**config.mk**
```make
export PLATFORM = sky130hd
export DESIGN_NAME = bounce_emulator
export DESIGN_NICKNAME = d
export VERILOG_FILES = /design/src/rtl/bounce_emulator.sv
export SDC_FILE = /design/constraint.sdc
export NUM_CORES = 1
export LEC_CHECK = 0
export BUFFER_PORTS_ARGS = -buffer_cell sky130_fd_sc_hd__buf_2
export CAP_MARGIN = 20
export CELL_PAD_IN_SITES_DETAIL_PLACEMENT = 0
export CELL_PAD_IN_SITES_GLOBAL_PLACEMENT = 2
export CORE_UTILIZATION = 37
export CTS_CLUSTER_DIAMETER = 30
export DETAILED_ROUTE_END_ITERATION = 7
export HOLD_SLACK_MARGIN = 0.15
export PLACE_DENSITY = 0.88
export SYNTH_ARGS = -nofsm -noshare
export SYNTH_HDL_FRONTEND = slang
export SYNTH_SLANG_ARGS = --single-unit
```
**constraint.sdc**
```tcl
create_clock -name clk -period 2.68 [get_ports clk]
set_input_delay 0.804 -clock clk [delete_from_list [all_inputs] [get_ports clk]]
set_output_delay 0.804 -clock clk [all_outputs]
set_load 0.02 [all_outputs]
```
**src/rtl/bounce_emulator.sv**
```systemverilog
// Contact-bounce emulator: replays a clean level change as a lead phase, glitch pulses and a settle hold.
// Optional BOUNCE_EMU_LFSR_EN adds a pseudo-random extension to every gap.
module bounce_emulator #(
    parameter int          NUM_GLITCH = 2,
    parameter int          MIN_GAP    = 2,
    parameter int          GAP_W      = 3,
    parameter int          SETTLE_CYC = 4,
    parameter logic [7:0]  SEED       = 8'hA5
) (
    input  logic clk,
    input  logic rst,
    input  logic clean_in,
    output logic noisy_out,
    output logic busy,
    output logic burst_done
);

    typedef enum logic [2:0] {
        IDLE,
        LEAD,
        GLITCH_LO,
        GLITCH_HI,
        SETTLE
    } state_t;

    localparam logic [7:0] SEED_EFF   = (SEED == 8'h00) ? 8'h01 : SEED;
    localparam logic [7:0] MIN_M1     = 8'(MIN_GAP - 1);
    localparam logic [7:0] SETTLE_M1  = 8'(SETTLE_CYC - 1);
    localparam logic [3:0] LAST_G     = 4'(NUM_GLITCH - 1);
    localparam bit         HAS_GLITCH = (NUM_GLITCH != 0);

    if (NUM_GLITCH < 0 || NUM_GLITCH > 15 || MIN_GAP < 1 || MIN_GAP > 255 ||
        GAP_W < 1 || GAP_W > 7 || SETTLE_CYC < 1 || SETTLE_CYC > 255 ||
        SEED_EFF == 8'h00) begin : g_illegal_params
        $error("bounce_emulator: parameter out of range");
    end

    state_t     state;
    logic       level_q;
    logic       target;
    logic [7:0] cnt;
    logic [3:0] glitch_cnt;
    logic [7:0] gap_m1;
    logic       cnt_zero;

    assign cnt_zero = (cnt == 8'd0);

`ifdef BOUNCE_EMU_LFSR_EN
    logic [7:0] lfsr;
    logic       load_gap;

    // Every cycle that reloads cnt with a gap consumes one LFSR step.
    always_comb begin
        load_gap = 1'b0;
        case (state)
            IDLE:      load_gap = (clean_in != level_q);
            LEAD:      load_gap = cnt_zero && HAS_GLITCH;
            GLITCH_LO: load_gap = cnt_zero;
            GLITCH_HI: load_gap = cnt_zero && (glitch_cnt != LAST_G);
            default:   load_gap = 1'b0;
        endcase
    end

    assign gap_m1 = MIN_M1 + 8'(lfsr[GAP_W-1:0]);

    always_ff @(posedge clk or posedge rst) begin
        if (rst) begin
            lfsr <= SEED_EFF;
        end else if (load_gap) begin
            lfsr <= {lfsr[6:0], lfsr[7] ^ lfsr[5] ^ lfsr[4] ^ lfsr[3]};
        end
    end
`else
    assign gap_m1 = MIN_M1;
`endif

    always_ff @(posedge clk or posedge rst) begin
        if (rst) begin
            state      <= IDLE;
            level_q    <= 1'b0;
            target     <= 1'b0;
            noisy_out  <= 1'b0;
            busy       <= 1'b0;
            burst_done <= 1'b0;
            cnt        <= 8'd0;
            glitch_cnt <= 4'd0;
        end else begin
            case (state)
                IDLE: begin
                    burst_done <= 1'b0;
                    busy       <= 1'b0;
                    noisy_out  <= level_q;
                    if (clean_in != level_q) begin
                        target     <= clean_in;
                        noisy_out  <= clean_in;
                        busy       <= 1'b1;
                        cnt        <= gap_m1;
                        glitch_cnt <= 4'd0;
                        state      <= LEAD;
                    end
                end
                LEAD: begin
                    if (!cnt_zero) begin
                        cnt <= cnt - 8'd1;
                    end else if (HAS_GLITCH) begin
                        noisy_out <= ~target;
                        cnt       <= gap_m1;
                        state     <= GLITCH_LO;
                    end else begin
                        cnt   <= SETTLE_M1;
                        state <= SETTLE;
                    end
                end
                GLITCH_LO: begin
                    if (!cnt_zero) begin
                        cnt <= cnt - 8'd1;
                    end else begin
                        noisy_out <= target;
                        cnt       <= gap_m1;
                        state     <= GLITCH_HI;
                    end
                end
                GLITCH_HI: begin
                    if (!cnt_zero) begin
                        cnt <= cnt - 8'd1;
                    end else if (glitch_cnt == LAST_G) begin
                        cnt   <= SETTLE_M1;
                        state <= SETTLE;
                    end else begin
                        glitch_cnt <= glitch_cnt + 4'd1;
                        noisy_out  <= ~target;
                        cnt        <= gap_m1;
                        state      <= GLITCH_LO;
                    end
                end
                SETTLE: begin
                    if (!cnt_zero) begin
                        cnt <= cnt - 8'd1;
                    end else begin
                        level_q    <= target;
                        busy       <= 1'b0;
                        burst_done <= 1'b1;
                        state      <= IDLE;
                    end
                end
                default: begin
                    busy  <= 1'b0;
                    state <= IDLE;
                end
            endcase
        end
    end

endmodule

```
# Yosys cells after proc, flatten, opt, wreduce, memory -nomap -nowiden
# Cells that the tools add are included.
# word_totals
reg_bits	20
input_bits	3
out_inout_bits	3
word_cells	69
# op_classes
addsub	2
eq_ne	13
mux	28
bitwise_logic	2
n_reduce_logical	16
# op_table
cell	n
two-way mux 8 bit	4
one-hot mux 8 bit (4 select lines)	1
two-way mux 3 bit	6
one-hot mux 3 bit (5 select lines)	1
inequality test 2 bit, second input constant	7
two-way mux 4 bit	3
AND reduction 5 bit	2
zero test 8 bit	1
two-way mux 1 bit	8
one-hot mux 4 bit (2 select lines)	1
AND reduction 2 bit	4
nonzero test 4 bit	2
subtractor 8 x 1 -> 8 bit, second input constant	1
== test 3 x 2 -> 1 bit, second input constant	2
adder 4 x 1 -> 4 bit, second input constant	1
== test 4 x 1 -> 1 bit, second input constant	1
one-hot mux 1 bit (4 select lines)	1
AND reduction 4 bit	1
nonzero test 2 bit	2
== test 3 x 1 -> 1 bit, second input constant	1
== test 3 bit, second input constant	1
zero test 3 bit	1
one-hot mux 1 bit (3 select lines)	1
AND reduction 3 bit	1
6 further kinds	7

# Logic depth before layout (Yosys ltp)
# depth
word_depth	4
depth_mapped	7
ltp_nobuf	6

# Worst setup path before layout
# OpenSTA, ideal clock, no wires.
# synth_path
path_type	input-to-reg
from	input port clean_in
to	register cnt[7]
setup_time_ns	0.077
t_arrival_ns	2.280
required_time_ns	2.603
path_slack_ns	0.323
cell_stages	5
path_cell_list	ha_1 nor4b_1 nor3_1 a31o_2 a21oi_1
# synth_via
elab_chain_len	3
# synth_lines
element	line_no	rtl
from (decl)	12	input logic clean_in,
inequality test 1 bit	93	if (clean_in != level_q) begin
inequality test 2 bit (no source line)	--	
AND reduction 3 bit (no source line)	--	
to (signal assigned)	97	cnt <= gap_m1;
to (signal assigned)	104	cnt <= cnt - 8'd1;
to (signal assigned)	107	cnt <= gap_m1;
to (decl)	41	logic [7:0] cnt;
# No other way between the ends.
# A chain may end at the register's enable or synchronous reset.

# Final worst setup path
# layout_path
from	register cnt[1]
to	register glitch_cnt[3]
# layout_via
elab_chain_len	3
# layout_lines
element	line_no	rtl
zero test 8 bit	46	assign cnt_zero = (cnt == 8'd0);
inequality test 2 bit (no source line)	--	
AND reduction 4 bit (no source line)	--	
to (signal assigned)	130	glitch_cnt <= glitch_cnt + 4'd1;
to (decl)	42	logic [3:0] glitch_cnt;
# No other way between the ends.

==> flow_summary.ini <==
[setup_path]
cp-end-kind = register
cp_max_fo = 7
crit_type = register to register
critPathArrivalTime_ns = 2.57
critPathRequiredTime_ns = 2.92
start_kind = register

[global_routing]
grt_overflow = 0
grt_pass1_wl_um = 4970
grt_max_degree = 21
grt_pass1_vias = 999
antenna_found_initial = 0
grt_usage = 0.188

[yosys]
synth-seq-cells = 20
postSynthCellCount = 137
syn_nets = 146
synth_sequential_area_ratio = 0.402
async_flop_share = 1.00
postSynthAreaPerCell_um2 = 9.10
synth-edff-count = 0
yosysWarnings = 0
ys_types = 41
synth_flop_cell = dfrtp_1
syn-cell-area_mm2 = 0.00125

[clock_network]
root_buffer = clkbuf_4
clk_latency_ns = 0.30
cts_hold_buf = 0
ctsHtreeMaxLevel = 1
ctsResizeCount = 0
post_cts.repair.setup_buffers = 0
cts_tree = built
clockBufferDepth = 2
cts.sink_count = 20
numCtsBuffers = 3
clk_pin_slew_ns = 0.12

[route]
drt_iter0_drc = 51
first_pass_iters = 6
viasPerCell = 5.84
route.vias.total = 1103
wl_um = 2900
antenna_left = 0
avgRoutedWirePerCell_um = 15.4
drc_errors = 0

[timing]
slew_viol_final = 0
maxSlewHeadroom = 0.467
holdWs_ns = 0.501
rsz0062_at_grt = false
period_share = 0.870
hold_violations = 0
fmax_mhz = 429
worst_pin_slew_ns = 0.799
finalClockSkew_ns = 0.00770
setup_viol = 0
period_needed_ns = 2.33
tns_ns = 0

[flow_run]
drv_cap = 0

[cells_and_area]
nets = 155
ff_latch_area_um2 = 500
fillerInstances = 306
multi_input_area_um2 = 681
drive_above_1_share = 0.159
antennaDiodeCount = 0
layout-area-overhead-vs-synth_pct = 10.4
stdcell_count = 189

[power_and_ir_drop]
peakVddDrop_mv = 0.399
pwr_density_cell_mw_per_mm2 = 1050
power.static_leakage_nw = 0.616

[placement]
post-place-cells = 185
io_buffers = 5
gp_congestion = 0.843
dp_hpwl_um = 2110

[floorplan]
coreArea_mm2 = 0.00313
io_pins = 6
start_util = 0.398
chipWidth_um = 60.0
rows = 20
fp.dieArea_mm2 = 0.00360
die_y_um = 60.0

[hold_path]
hp-class = register to register

[outcome]
status = finished, final reports clean
[registers in the layout (all words and copies together) (netlist names)]
name	cells
target	1
state	3
cnt	8
level_q	1
busy	1
glitch_cnt	4
burst_done	1
noisy_out	1
[metrics by stage]
stage          utilization  setup WS, ns  instance area, um^2  power [W]
3_3_place_gp         0.428         0.398                 1340    0.00124
2_1_floorplan            -         0.323                 1250    0.00109
5_1_grt              0.440         0.205                 1380    0.00157
3_5_place_dp         0.428         0.366                 1340    0.00126
4_1_cts              0.440         0.351                 1380    0.00144
6_report             0.440         0.348                 1380    0.00144
[synthesized netlist by cell type (all sizes together), types with 3 or more instances]
library cell / number / area [um^2]
or3: 3 / 23.8
dfrtp: 20 / 500
o211a: 3 / 30.0
ha: 6 / 75.1
a21oi: 7 / 35.0
nand2: 4 / 15.0
clkbuf: 4 / 15.0
nand3: 5 / 25.0
nor2: 11 / 41.3
a21o: 5 / 37.5
o21ai: 12 / 60.1
o31ai: 3 / 22.5
inv: 11 / 41.3
a31oi: 3 / 18.8
mux2: 3 / 33.8
nor3: 4 / 20.0
[placed cells by master, fill, tap and decap left out, types with 3 or more instances in the layout]
master / count
inv_1: 11
ha_1: 6
buf_2: 5
nor3_1: 4
nand2_1: 4
o211a_1: 3
nor2_1: 11
buf_4: 5
mux2_2: 3
o21ai_0: 12
clkbuf_4: 3
dfrtp_1: 20
a21oi_1: 7
nand3_1: 5
o31ai_1: 3
a21o_1: 5
a31oi_1: 3
[layer usage]
metal / routed length (um) / share of wire / global-route usage
met1: 1410 / 0.49 / 0.262
met2: 1360 / 0.47 / 0.298
met3: 100 / 0.034 / 0.0195
met4: 34 / 0.012 / 0.0731
met5: 0 / 0 / 0
[logic make-up after synthesis]
kind of cell | share of synthesized area
AOI/OAI and AO/OA | 0.278
adders and majority gates | 0.0602
buffers and inverters | 0.0522
DFF | 0.402
muxes | 0.0271
and+or+nand+nor | 0.181
[worst max-delay path, cell delays in order (launching register included)]
cell and delay, ns:
dfrtp_1 0.45, inv_1 0.10, ha_1 0.17, or3b_2 0.52, or3_4 0.41, or4_1 0.47, a21oi_1 0.14
[final timing paths]
kind                                             end  cells after the start                from  slack, ns
max in group asynchronous         cnt[6]$_DFFE_PP0P_                      2                 rst       1.55
setup / recovery           glitch_cnt[3]$_DFFE_PP0P_                      6  cnt[1]$_DFFE_PP0P_       0.35
hold / removal                      busy$_DFFE_PP0P_                      1    busy$_DFFE_PP0P_       0.50
min in group asynchronous  glitch_cnt[1]$_DFFE_PP0P_                      2                 rst       0.63
setup reg to reg           glitch_cnt[3]$_DFFE_PP0P_                      6  cnt[1]$_DFFE_PP0P_       0.35
hold reg to reg                     busy$_DFFE_PP0P_                      1    busy$_DFFE_PP0P_       0.50
[layout make-up]
| class | instances | share of cell area |
|---|---|---|
| multi-input combinational | 100 | 0.495 |
| tap | 44 | 0.0400 |
| clock buffer | 4 | 0.0264 |
| timing repair buffer | 10 | 0.0455 |
| inverter | 11 | 0.0300 |
| sequential | 20 | 0.364 |
[power by group]
part           total, W  switching, W  internal [W]
Sequential     0.000603      0.000177      0.000426
Clock          0.000180     0.0000976     0.0000828
Combinational  0.000657      0.000355      0.000302
Note: power is estimated with default switching activity, not from simulation.
